--- src/rtl/seq_pkg.sv ---
// Shared types and defaults for the program sequencer and its run counter.
package seq_pkg;

    typedef enum logic [2:0] {
        IDLE   = 3'd0,
        LAUNCH = 3'd1,
        RUN    = 3'd2,
        REPORT = 3'd3,
        DONE   = 3'd4
    } seq_state_t;

    localparam int SEQ_ADDR_W = 8;
    localparam int SEQ_CYC_W  = 16;

endpackage

--- src/rtl/program_sequencer_run_counter.sv ---
// Run-length counter: cleared on launch, counts RUN cycles, flags the timeout limit.
module run_counter #(
    parameter int          CYC_W   = 16,
    parameter int unsigned TIMEOUT = 16'hFFFF
) (
    input  logic             clk,
    input  logic             rst_n,
    input  logic             clear,
    input  logic             enable,
    output logic [CYC_W-1:0] count,
    output logic [CYC_W-1:0] count_inc,
    output logic             hit_limit
);

    // count_inc is the length including the current RUN cycle; it never exceeds
    // TIMEOUT because the sequencer leaves RUN when the limit is reached.
    assign count_inc = count + CYC_W'(1);
    assign hit_limit = (count_inc == CYC_W'(TIMEOUT));

    always_ff @(posedge clk) begin
        if (!rst_n) begin
            count <= '0;
        end else if (clear) begin
            count <= '0;
        end else if (enable) begin
            count <= count_inc;
        end
    end

endmodule

--- src/rtl/program_sequencer.sv ---
// Boot/run controller: launches each program in START_ADDRS, times it until halt
// or timeout, and reports cycle count and halting PC before the next launch.
module program_sequencer
    import seq_pkg::*;
#(
    parameter int                          NUM_PROGS   = 3,
    parameter int                          ADDR_W      = SEQ_ADDR_W,
    parameter int                          CYC_W       = SEQ_CYC_W,
    parameter int unsigned                 TIMEOUT     = 16'hFFFF,
    parameter logic [NUM_PROGS*ADDR_W-1:0] START_ADDRS = {8'd128, 8'd64, 8'd0},
    localparam int                         IDX_W       = (NUM_PROGS > 1) ? $clog2(NUM_PROGS) : 1
) (
    input  logic              f_clk,
    input  logic              rst_n,
    input  logic              go,
    input  logic              halt,
    input  logic [ADDR_W-1:0] pc,
    output logic              start,
    output logic [ADDR_W-1:0] start_addr,
    output logic              busy,
    output logic              done,
    output logic              result_valid,
    output logic [IDX_W-1:0]  prog_idx_o,
    output logic [CYC_W-1:0]  cycles_o,
    output logic [ADDR_W-1:0] halt_pc_o,
    output logic              timeout_o,
    output seq_state_t        state
);

    localparam logic [IDX_W-1:0] LAST_IDX = IDX_W'(NUM_PROGS - 1);

    seq_state_t       state_next;
    logic [IDX_W-1:0] idx;
    logic [IDX_W-1:0] idx_next;
    logic             latch;
    logic             timed_out;
    logic [CYC_W-1:0] count;
    logic [CYC_W-1:0] count_inc;
    logic             hit_limit;

    run_counter #(
        .CYC_W   (CYC_W),
        .TIMEOUT (TIMEOUT)
    ) u_run_counter (
        .clk       (f_clk),
        .rst_n     (rst_n),
        .clear     (state == LAUNCH),
        .enable    (state == RUN),
        .count     (count),
        .count_inc (count_inc),
        .hit_limit (hit_limit)
    );

    always_comb begin
        state_next = state;
        idx_next   = idx;
        latch      = 1'b0;
        timed_out  = 1'b0;
        case (state)
            IDLE, DONE: begin
                if (go) begin
                    state_next = LAUNCH;
                    idx_next   = '0;
                end
            end
            LAUNCH: state_next = RUN;
            RUN: begin
                // halt takes priority over a simultaneous timeout
                if (halt) begin
                    state_next = REPORT;
                    latch      = 1'b1;
                end else if (hit_limit) begin
                    state_next = REPORT;
                    latch      = 1'b1;
                    timed_out  = 1'b1;
                end
            end
            REPORT: begin
                if (idx == LAST_IDX) begin
                    state_next = DONE;
                end else begin
                    idx_next   = idx + IDX_W'(1);
                    state_next = LAUNCH;
                end
            end
            default: state_next = IDLE;
        endcase
    end

    // Every output is a flop loaded from the next-state decode, so none is
    // combinational from an input.
    always_ff @(posedge f_clk) begin
        if (!rst_n) begin
            state        <= IDLE;
            idx          <= '0;
            start        <= 1'b0;
            start_addr   <= '0;
            busy         <= 1'b0;
            done         <= 1'b0;
            result_valid <= 1'b0;
            prog_idx_o   <= '0;
            cycles_o     <= '0;
            halt_pc_o    <= '0;
            timeout_o    <= 1'b0;
        end else begin
            state        <= state_next;
            idx          <= idx_next;
            start        <= (state_next == LAUNCH);
            busy         <= (state_next == LAUNCH) || (state_next == RUN) || (state_next == REPORT);
            done         <= (state_next == DONE);
            result_valid <= (state_next == REPORT);
            if (state_next == LAUNCH) begin
                start_addr <= START_ADDRS[int'(idx_next)*ADDR_W +: ADDR_W];
            end
            if (latch) begin
                prog_idx_o <= idx;
                cycles_o   <= count_inc;
                halt_pc_o  <= timed_out ? '0 : pc;
                timeout_o  <= timed_out;
            end
        end
    end

endmodule

--- config.mk ---
export PLATFORM = sky130hd
export DESIGN_NAME = program_sequencer
export DESIGN_NICKNAME = d
export VERILOG_FILES = /design/src/rtl/seq_pkg.sv /design/src/rtl/program_sequencer_run_counter.sv /design/src/rtl/program_sequencer.sv
export SDC_FILE = /design/constraint.sdc
export NUM_CORES = 1
export LEC_CHECK = 0
export ABC_AREA = 1
export ABC_CLOCK_PERIOD_IN_PS = 1900
export CAP_MARGIN = 20
export CORE_MARGIN = 5
export CORE_UTILIZATION = 36
export DETAILED_ROUTE_END_ITERATION = 12
export PLACE_DENSITY = 0.66
export SLEW_MARGIN = 0
export SYNTH_ARGS = -nofsm -noshare
export SYNTH_HDL_FRONTEND = slang
export SYNTH_SLANG_ARGS = --single-unit
--- constraint.sdc ---
create_clock -name f_clk -period 1.9 [get_ports f_clk]
set_input_delay 0.38 -clock f_clk [delete_from_list [all_inputs] [get_ports f_clk]]
set_output_delay 0.38 -clock f_clk [all_outputs]
set_load 0.1 [all_outputs]
### Word level (Yosys, flattened, before mapping)

Index checks and enable logic that the tools add are counted.

| storage, ports and cells | value |
|---|---|
| register bits | 60 |

| operators by class | value |
|---|---|
| add/subtract/negate cells | 2 |
| equal/unequal tests | 10 |
| shifts and indexed selects | 1 |
| multiplexer cells | 14 |
| bitwise logic cells | 1 |
| reductions and logical operators | 5 |

Operators with widths:

| operator | number |
|---|---|
| 24-bit by 6-bit indexed part select with 8-bit output (first input constant) | 1 |
| 16-bit by 1-bit adder with 16-bit output (second input constant) | 1 |
| 16-bit equality test (second input constant) | 1 |
| 3-bit by 2-bit equality test with 1-bit output (second input constant) | 4 |
| 3-bit two-way mux | 4 |
| 3-bit case mux with 4 select lines | 1 |
| 8-bit two-way mux | 1 |
| 3-bit by 1-bit equality test with 1-bit output (second input constant) | 2 |
| 3-bit equality test (second input constant) | 2 |
| 1-bit two-way mux | 5 |
| 2-bit two-way mux | 2 |
| 2-bit case mux with 2 select lines | 1 |
| 2-bit OR reduction | 2 |
| 3-bit logical NOT | 1 |
| 2-bit by 1-bit adder with 2-bit output (second input constant) | 1 |
| 2-bit equality test (second input constant) | 1 |
| 1-bit logical OR | 2 |
| 1-bit inverter | 1 |

### Depth between registers and ports, before layout

Gate-level depths: netlist of the first run.

| logic depth | value |
|---|---|
| depth after elaboration | 8 |
| mapped depth | 16 |

### Hierarchy

From an unflattened synthesis of the first run, not the netlist that was laid out.

| second synthesis, totals | value |
|---|---|
| cell total of the unflattened synthesis | 359 |
| area total of the unflattened synthesis | 2534.9 um2 |

Modules (own cells, without submodules):

| module | instances | cells each | area each (um2) | seq. area each (um2) |
|---|---|---|---|---|
| program_sequencer | 1 | 182 | 1465.2 | 760.7 |
| run_counter | 1 | 177 | 1069.8 | 320.3 |

### Least setup slack after synthesis of the first run

Ideal clock, no wire load.

| timing | value |
|---|---|
| path kind | register to register |
| from | reg state[1] |
| to | reg halt_pc_o[5] |
| library setup time | 132 ps |
| arrival | 2229 ps |
| required time | 1768 ps |
| path slack | -461 ps |
| stages on the path, launching flop included | 9 |
| buffers on the path | 1 |
| cells stage by stage | dfxtp_1 inv_2 nor3_4 inv_2 nor2_2 inv_2 buf_1 nand3_1 a21oi_1 |

| between the ends | value |
|---|---|
| word-level cells in the longest chain between the ends | 3 |
| elaborated cells between the ends (all ways) | 4 |

RTL lines:

| element | line | source |
|---|---|---|
| start: declaration | program_sequencer.sv:27 | `output seq_state_t state` |
| start signal: assignment | program_sequencer.sv:106 | `state <= state_next;` |
| 3-bit by 2-bit equality test with 1-bit output * | program_sequencer.sv:59 | `case (state)` |
| 1-bit two-way mux | program_sequencer.sv:59 |  |
| 8-bit two-way mux | program_sequencer.sv:118 | `halt_pc_o <= timed_out ? '0 : pc;` |
| end signal: assignment | program_sequencer.sv:118 |  |
| end: declaration | program_sequencer.sv:25 | `output logic [ADDR_W-1:0] halt_pc_o,` |

Mark *: on every way between the ends. The rest lies on a longest branch, timed or not.
A chain may end at the register's enable or synchronous reset.

### Worst setup path in the final report of the first run

| timing | value |
|---|---|
| from | reg u_run_counter.count[1] |
| to | reg halt_pc_o[2] |

| between the ends | value |
|---|---|
| word-level cells in the longest chain between the ends | 6 |
| elaborated cells between the ends (all ways) | 8 |

RTL lines:

| element | line | source |
|---|---|---|
| start: declaration | program_sequencer_run_counter.sv:10 | `output logic [CYC_W-1:0] count,` |
| start signal: assignment | program_sequencer_run_counter.sv:26 | `count <= count_inc;` |
| 16-bit by 1-bit adder with 16-bit output * | program_sequencer_run_counter.sv:17 | `assign count_inc = count + CYC_W'(1);` |
| 16-bit equality test * | program_sequencer_run_counter.sv:18 | `assign hit_limit = (count_inc == CYC_W'(TIMEOUT));` |
| 1-bit two-way mux * | program_sequencer.sv:72 | `end else if (hit_limit) begin` |
| 1-bit two-way mux | program_sequencer.sv:69 | `if (halt) begin` |
| 1-bit two-way mux | program_sequencer.sv:59 |  |
| 8-bit two-way mux | program_sequencer.sv:118 |  |

Marked as above.

==> results of run 1 <==
[logic make-up (layout without fill, tap and decap cells)]
kind of cell,after synthesis,in the layout,synth area share [%]
and+or+nand+nor,201,201,34.2
buffers and inverters,80,161,12.7
DFF,54,54,40.3
AOI/OAI and AO/OA,49,49,9.52
adders and majority gates,4,4,1.87
xor gates and xnor gates,3,3,1.26
other,1,6,0.140
[flip-flops by register name (all words and copies together) (netlist names)]
signal               cells
start_addr               2
state                    3
busy                     1
result_valid             1
start                    1
cycles_o                16
done                     1
halt_pc_o                8
timeout_o                1
idx                      2
prog_idx_o               2
u_run_counter.count     16
[layer usage]
| layer | wire [um] | global-route usage, % | part of all wire, % |
|---|---|---|---|
| met1 | 3340 | 21.2 | 46 |
| met5 | 0 | 0 | 0 |
| met4 | 122 | 5.02 | 1.7 |
| met3 | 314 | 2.66 | 4.4 |
| met2 | 3440 | 25.6 | 48 |
[metrics by stage]
stage                     std cells  area [sq um]
after floorplan                 397          2710
after global placement          556          3370
after detailed placement        556          3370
after CTS                       574          3590
after global routing            577          3770
final                           577          3770
[repair_timing]
item	4_1_cts	5_1_grt
cloned	1	1
endpoints found under the hold margin	0	0
resized for setup	11	40
pin swaps	5	21
hold buffers	0	0
buffers inserted	9	3
setup endpoints to repair	30	31
[area by class of cell]
type	instances	area share, %
repair buffers	91	20.6
well taps	99	3.29
flip-flops and latches	54	29.1
multi-input cells	263	37.9
inverters	62	6.18
clock inverters	2	0.996
clock buffers	6	1.93
[power groups by stage]
stage	registers [uW]	logic (uW)	clock network, uW
after floorplan	1580	289	0
after global placement	1280	801	0
after detailed placement	1280	807	0
after CTS	1260	830	794
after global routing	1270	911	835
final	1260	855	770
[how the worst min path moves through the flow]
stage | startpoint | endpoint | slack, ns | depth (start not counted)
final | timeout_o | timeout_o | 0.48 | 2
after global routing | timeout_o | timeout_o | 0.50 | 2
after CTS | timeout_o | timeout_o | 0.48 | 2
after detailed placement | timeout_o | timeout_o | 0.46 | 2
after global placement | timeout_o | timeout_o | 0.44 | 2
after floorplan | u_run_counter.count[2] | u_run_counter.count[2] | 0.48 | 2
[worst reg2reg max path: cells and delay by family (launching register included)]
kind | cells | cell delay (ns)
buffers and inverters | 1 | 0.21
and+or+nand+nor | 8 | 0.88
DFF | 1 | 0.36
xor gates and xnor gates | 1 | 0.20
AOI/OAI and AO/OA | 1 | 0.06
adders and majority gates | 1 | 0.18
[cells in the final DEF, fill, tap and decap left out, types with 2 or more instances in the layout]
master	count
nand2_2	11
nor2_1	48
inv_1	58
a21oi_1	21
nor2_2	4
nand3_1	29
o211ai_1	3
conb_1	6
buf_12	3
nand3b_1	2
clkdlybuf4s50_1	11
o21ai_0	17
nand4_1	5
buf_6	3
xor2_1	2
nor2_4	7
clkbuf_8	5
nand2_1	77
nand3_2	9
inv_2	4
buf_4	73
dfxtp_2	10
a21oi_2	5
dfxtp_1	43
nand3_4	2
nand2_4	4
ha_1	3
==> impl_metrics.toml, run 1 <==
[route]
vias = 2655
vias_per_cell = 4.60
wl_mm = 7.21
ant_nets = 0
wl_per_cell_um = 12.5
drc = 0
drtIter0Drc = 118
drt_pass1_iterations = 4

[worst_setup_path]
cp_num_buf_inv = 1
path_depth = 12
crit_path_frequent_cell = "nor2_4"
reg2reg_depth = 12
cp_top_family = "simple AND/OR/NAND/NOR gates"
critical_path_class = "register to register"
critPathMaxFanout = 8
worstPathCellList = "ha_4 -> nand2_4 -> nor2_4 -> nand2_4 -> nor2_4 -> xor2_2 -> nand2_1 -> nor2_4 -> nand3_4 -> clkbuf_16 -> nand3_1 -> a21oi_1"
crit_end = "halt_pc_o[2]"
rr_endpoint = "halt_pc_o[2]"
rrSetupSlack_ns = -0.11
critPathCaptureType = "register"
critPathMaxStageDelay_ns = 0.36
r2r_start = "u_run_counter.count[1]"
cp_slowest_cell = "dfxtp_2"
worstSetupStartpointType = "register"
cp.arrival_ns = 2.18
cp.required_ns = 2.07
startpoint = "u_run_counter.count[1]"

[timing]
clock.fmax_ghz = 0.497
tightest_slew_ns = 0.601
setup_viol = 28
slew_violations = 0
tns_ns = -1.97
post-route-min-period_ns = 2.01
holdWs_ns = 0.478
setup_ws_ns = -0.111
finalCritPeriodShare_pct = 106
rsz0062_at_grt = "true"
finClkSkew_ns = 0.00655
hold_viol_final = 0
maxSlewHeadroom_pct = 59.5

[yosys]
synthCells = 392
synthFlopType = "dfxtp_1"
synth_top_cell_area_share_pct = 40.3
yosys_warnings = 0
synth_area_leaders = "dfxtp_1 (40%), nand2_1 (12%), inv_1 (8.1%)"
ys_top_cells_by_count = "nand2_1 (88), inv_1 (58), dfxtp_1 (54)"
ys_ff_latch = 54
synth_top_area_cell = "dfxtp_1"
synth.most_common_cell = "nand2_1"
syn_area_sq_um = 2680
ys_seq_area_share_pct = 40.3
async_reset_ff_share_pct = 0
synth_edf_count = 0
ys_types = 29
syn_avg_cell_area_sq_um = 6.84

[final_layout]
finalNetCount = 493
final_util_pct = 52.0
regArea_sq_um = 1100
multi_input_area_sq_um = 1430
n_antenna_cell = 0
final_layout_size_suffix_gt1_share_pct = 31.0
nFillCells = 703
area_delta_synth_final_pct = 40.6

[power_and_ir_drop]
p_int_uw = 1840
p_sw_share_pct = 36.3
power_density_nw_per_um2 = 766
leakage_uw = 0.00177
seqPwrFrac_pct = 43.7
combPwrFrac_pct = 29.6
power_uw = 2890
p_sw_uw = 1050
p_clk_share_pct = 26.7
irDropWorstVdd_uv = 390

[place]
post-dp-hpwl_mm = 5.20
io_buffers = 47
preCtsSetupSlack_ns = -0.148
gp_congestion = 0.868

[clock_tree]
cts_root_buf = "clkbuf_8"
clk_latency_ns = 0.30
clock-sinks = 54
cts_tree = "built"
clock_path_buffers = 2
clk_pin_slew_ns = 0.09
htree_levels = 2
cts_made_buffers = 5

[die]
core_area_sq_um = 7250
die_area_sq_um = 9270
die_w_um = 96.3
rows = 31
fp.dieH_um = 96.3
ios = 54
start_util_pct = 37.0

[global_route]
grt_overflow = 0
grt_pass1_vias = 2543
grt_pass1_wl_mm = 11.8
grt_usage_pct = 15.7
grt_max_degree = 24
antenna_found_initial = 0

[status]
status = "complete, but fails checks"
violations = "negative setup slack"

[flow_run]
drv_cap = 0

[min_path]
min_path_type = "register to register"
(Power assumes the default switching activity.)
==> run 2: changes to the inputs <==
--- a/config.mk
+++ b/config.mk
@@ -11,8 +11,7 @@
 export CORE_MARGIN = 5
 export CORE_UTILIZATION = 36
 export DETAILED_ROUTE_END_ITERATION = 12
-export PLACE_DENSITY = 0.66
-export SLEW_MARGIN = 0
+export PLACE_DENSITY = 0.68
 export SYNTH_ARGS = -nofsm -noshare
 export SYNTH_HDL_FRONTEND = slang
 export SYNTH_SLANG_ARGS = --single-unit
==> impl_metrics.toml, run 2 (same netlist as run 1, synthesis figures left out) <==
[global_route]
grt_pass1_vias = 2476
grt_overflow = 0
grt_usage_pct = 15.2
antenna_found_initial = 0
grt_max_degree = 25
grt_pass1_wl_mm = 11.2

[flow_run]
drv_cap = 0

[timing]
post-route-min-period_ns = 1.93
holdWs_ns = 0.475
maxSlewHeadroom_pct = 56.8
setup_ws_ns = -0.0335
tightest_slew_ns = 0.642
hold_viol_final = 0
setup_viol = 21
clock.fmax_ghz = 0.517
rsz0062_at_grt = "true"
finClkSkew_ns = 0.00985
tns_ns = -0.296
finalCritPeriodShare_pct = 102
slew_violations = 0

[worst_setup_path]
cp.arrival_ns = 2.14
crit_path_frequent_cell = "nand2_1"
cp_num_buf_inv = 1
critPathCaptureType = "register"
path_depth = 14
reg2reg_depth = 14
cp.required_ns = 2.11
critical_path_class = "register to register"
critPathMaxStageDelay_ns = 0.39
cp_top_family = "simple AND/OR/NAND/NOR gates"
cp_slowest_cell = "dfxtp_1"
critPathMaxFanout = 5
worstSetupStartpointType = "register"
worstPathCellList = "nand2_1 -> nor2_4 -> nand3_1 -> nand2_1 -> nand2_1 -> nor2_1 -> nand2_1 -> nor2_4 -> nand2_2 -> nand2_4 -> buf_6 -> nand3_2 -> nand2_2 -> nor2_1"

[power_and_ir_drop]
seqPwrFrac_pct = 43.2
p_clk_share_pct = 27.3
p_sw_uw = 1050
p_int_uw = 1870
irDropWorstVdd_uv = 393
power_density_nw_per_um2 = 772
combPwrFrac_pct = 29.5
p_sw_share_pct = 35.9
leakage_uw = 0.00172

[final_layout]
final-instance-count-excl-fill = 567
layout_common_cells = "nand2_1 (75), buf_4 (61), inv_1 (58), dfxtp_1 (43), nor2_1 (38)"
final_area_sq_um = 3780
reg.largest.list = "cycles_o (16), u_run_counter.count (16), halt_pc_o (8)"
nFillCells = 674
final_common_cell = "nand2_1"
final_util_pct = 52.1
n_antenna_cell = 0
final_layout_size_suffix_gt1_share_pct = 31.6
area_delta_synth_final_pct = 40.8
finalNetCount = 483

[route]
vias_per_cell = 4.68
wl_mm = 7.21
vias = 2656
ant_nets = 0
drt_pass1_iterations = 4
wl_per_cell_um = 12.7
drc = 0
drtIter0Drc = 152

[die]
die_area_sq_um = 9270
start_util_pct = 37.0
rows = 31
ios = 54
core_area_sq_um = 7250
die_w_um = 96.3
fp.dieH_um = 96.3

[clock_tree]
clock-sinks = 54
clk_pin_slew_ns = 0.09
cts_root_buf = "clkbuf_8"
clk_latency_ns = 0.31
htree_levels = 2
clock_path_buffers = 2
cts_made_buffers = 5
cts_hold_buf = 0
cts_tree = "built"

[min_path]
whs_path_depth = 2
min_path_type = "register to register"

[place]
placedCellCount = 554
place_area_sq_um = 3360
post-dp-hpwl_mm = 5.04
gp_congestion = 0.886
io_buffers = 47

[status]
violations = "negative setup slack"
status = "complete, but fails checks"
-- run 2: cell type report --
class | instances | area (sq um) | area share [%]
clock buffer | 7 | 86.3 | 2.29
clock inverter | 1 | 30.0 | 0.795
inverter | 62 | 235 | 6.23
multi-input combinational | 263 | 1500 | 39.8
sequential | 54 | 1100 | 29.2
tap | 99 | 124 | 3.28
timing repair buffer | 81 | 696 | 18.4
-- run 2: through the flow --
stage,total power (uW),setup slack [ns]
final,2920,-0.0335
after floorplan,1870,0.00855
after detailed placement,2080,-0.105
after global routing,3060,-0.206
after CTS,2900,-0.0347
after global placement,2070,-0.0685
-- run 2: metal layers --
metal | part of all wire (%) | GRT usage [%] | routed length, um
met1 | 45 | 20.3 | 3260
met2 | 47 | 24.4 | 3380
met3 | 6.0 | 3.05 | 432
met4 | 1.8 | 5.37 | 127
met5 | 0 | 0 | 0
-- run 2: worst paths after layout --
path            endpoint               startpoint  slack [ns]
max reg2reg  cycles_o[8]  u_run_counter.count[10]       -0.03
min reg2reg    timeout_o                timeout_o        0.47
min            timeout_o                timeout_o        0.47
max          cycles_o[8]  u_run_counter.count[10]       -0.03
-- run 2: power groups by stage --
stage	Clock [uW]	Sequential (uW)	Combinational, uW
global placement	0	1280	793
global route	868	1270	916
floorplan	0	1580	289
detailed placement	0	1280	797
CTS	821	1260	817
finish	797	1260	859
-- run 2: tightest hold or removal path: stages, from the launching register on --
cell,delay (ns)
dfxtp_1,0.32
inv_1,0.07
a21oi_2,0.05
-- run 2: what timing repair did --
item | 4_1_cts | 5_1_grt
endpoints found under the setup margin | 25 | 30
cloned | 1 | 0
pin swaps | 18 | 17
setup buffers | 3 | 1
gates resized for setup | 28 | 45
==> run 3: changes to the inputs <==
--- a/config.mk
+++ b/config.mk
@@ -8,10 +8,10 @@
 export ABC_AREA = 1
 export ABC_CLOCK_PERIOD_IN_PS = 1900
 export CAP_MARGIN = 20
-export CORE_MARGIN = 5
-export CORE_UTILIZATION = 36
+export CORE_UTILIZATION = 40
 export DETAILED_ROUTE_END_ITERATION = 12
-export PLACE_DENSITY = 0.68
+export GPL_TIMING_DRIVEN = 0
+export PLACE_DENSITY = 0.73
 export SYNTH_ARGS = -nofsm -noshare
 export SYNTH_HDL_FRONTEND = slang
 export SYNTH_SLANG_ARGS = --single-unit
==> impl_metrics.toml, run 3 (same netlist as run 1, synthesis figures left out) <==
[worst_setup_path]
critPathMaxFanout = 7
critPathMaxStageDelay_ns = 0.39
cp.required_ns = 2.15
cp.arrival_ns = 2.36
worstPathCellList = "ha_4 -> nand3_4 -> nor2_4 -> buf_4 -> nand4_1 -> nand2_2 -> nand3_2 -> nor2_4 -> nand3_4 -> nand2_4 -> buf_8 -> nor2_1 -> nor2_1"
worstSetupStartpointType = "register"
critPathCaptureType = "register"
cp_top_family = "simple AND/OR/NAND/NOR gates"
critical_path_class = "register to register"
cp_slowest_cell = "dfxtp_4"
cp_num_buf_inv = 2

[timing]
hold_viol_final = 0
setup_viol = 30
finalCritPeriodShare_pct = 111
setup_ws_ns = -0.212
tightest_slew_ns = 0.985
post-route-min-period_ns = 2.11
rsz0062_at_grt = "true"
slew_violations = 0
finClkSkew_ns = 0.0124
maxSlewHeadroom_pct = 34.6
clock.fmax_ghz = 0.473

[power_and_ir_drop]
power_density_nw_per_um2 = 754
power_uw = 2880
combPwrFrac_pct = 28.6
leakage_uw = 0.00171
irDropWorstVdd_uv = 515
p_sw_share_pct = 37.5
p_clk_share_pct = 27.3
p_sw_uw = 1080
p_int_uw = 1800
seqPwrFrac_pct = 44.1

[clock_tree]
cts_root_buf = "clkbuf_8"
cts_hold_buf = 0
clock_path_buffers = 2
clock-sinks = 54
clk_pin_slew_ns = 0.11
cts_tree = "built"
cts_made_buffers = 5
clk_latency_ns = 0.31
htree_levels = 2

[die]
core_area_sq_um = 6420
fp.dieH_um = 83.9
die_w_um = 83.9
rows = 29
ios = 54
die_area_sq_um = 7040
start_util_pct = 41.7

[final_layout]
final-instance-count-excl-fill = 544
finalNetCount = 482
layout_common_cells = "nand2_1 (77), inv_1 (58), dfxtp_1 (42), nor2_1 (35), nand3_2 (27)"
n_antenna_cell = 0
reg.largest.list = "cycles_o (16), u_run_counter.count (16), halt_pc_o (8)"
area_delta_synth_final_pct = 42.3
final_common_cell = "nand2_1"
final_layout_size_suffix_gt1_share_pct = 31.7
nFillCells = 573
final_area_sq_um = 3820

[route]
ant_nets = 0
drtIter0Drc = 160
vias_per_cell = 5.03
drt_pass1_iterations = 10
wl_mm = 7.45
wl_per_cell_um = 13.7
drc = 10
vias = 2737

[status]
violations = "design-rule violations, negative setup slack"
status = "complete, but fails checks"

[global_route]
grt_pass1_wl_mm = 11.6
antenna_found_initial = 0
grt_overflow = 0
grt_usage_pct = 20.4
grt_pass1_vias = 2536
grt_max_degree = 17

[place]
placedCellCount = 520
place_area_sq_um = 3260
io_buffers = 46
post-dp-hpwl_mm = 4.81
gp_congestion = 0.875

[flow_run]
drv_cap = 0

[min_path]
min_path_type = "input port to register"
==> run 3: final timing paths <==
kind                                        startpoint             to  slack [ns]  cells after the start
worst max-delay path            u_run_counter.count[1]   cycles_o[12]       -0.21                     13
worst min-delay path                             rst_n  start_addr[7]        0.39                      3
worst max register to register  u_run_counter.count[1]   cycles_o[12]       -0.21                     13
worst min register to register               timeout_o      timeout_o        0.46                      2
==> run 3: power groups by stage <==
stage               combinational [uW]  sequential [uW]  clock [uW]
floorplan                          289             1580           0
global placement                   749             1280           0
detailed placement                 759             1290           0
CTS                                771             1260         793
global route                       873             1280         835
finish                             823             1270         785
==> run 3: through the flow <==
stage                     hold WS, ns  setup WS (ns)  setup TNS [ns]  utilization, %
after floorplan                 0.482        0.00855               0               -
after global placement          0.434         -0.339           -9.10            50.8
after detailed placement        0.437         -0.361           -9.41            50.8
after CTS                       0.392         -0.127           -1.81            56.2
after global routing            0.440         -0.314           -7.17            59.4
final                           0.392         -0.212           -4.76            59.4
==> run 3: metal layers <==
layer,vias to the layer above,track usage [%],wire length (um)
met5,-,0,0
met4,0,6.90,136
met3,12,3.56,349
met2,83,33.4,3620
met1,1292,27.2,3340
li1,1350,-,-
==> run 3: timing repair <==
action / CTS / global route
resized for setup: 98 / 90
setup endpoints to repair: 66 / 59
buffers inserted: 8 / 5
endpoints found under the hold margin: 0 / 0
gates cloned: 2 / 1
pin swaps: 11 / 33
==> run 3: layout make-up <==
cell class | count | area, sq um | share of cell area (%)
repair buffers | 62 | 546 | 14.3
flip-flops and latches | 54 | 1110 | 29.0
plain buffers | 18 | 116 | 3.05
inverters | 62 | 233 | 6.10
clock buffers | 6 | 72.6 | 1.90
clock inverters | 2 | 37.5 | 0.984
well taps | 77 | 96.3 | 2.52
multi-input cells | 263 | 1610 | 42.2
==> run 3: worst reg2reg max path: cells and delay by family (launching register included) <==
family | cells | cell delay [ns]
buffers and inverters | 2 | 0.26
adder cells (fa/ha/maj) | 1 | 0.18
AND/OR/NAND/NOR | 10 | 1.23
flip-flops | 1 | 0.39
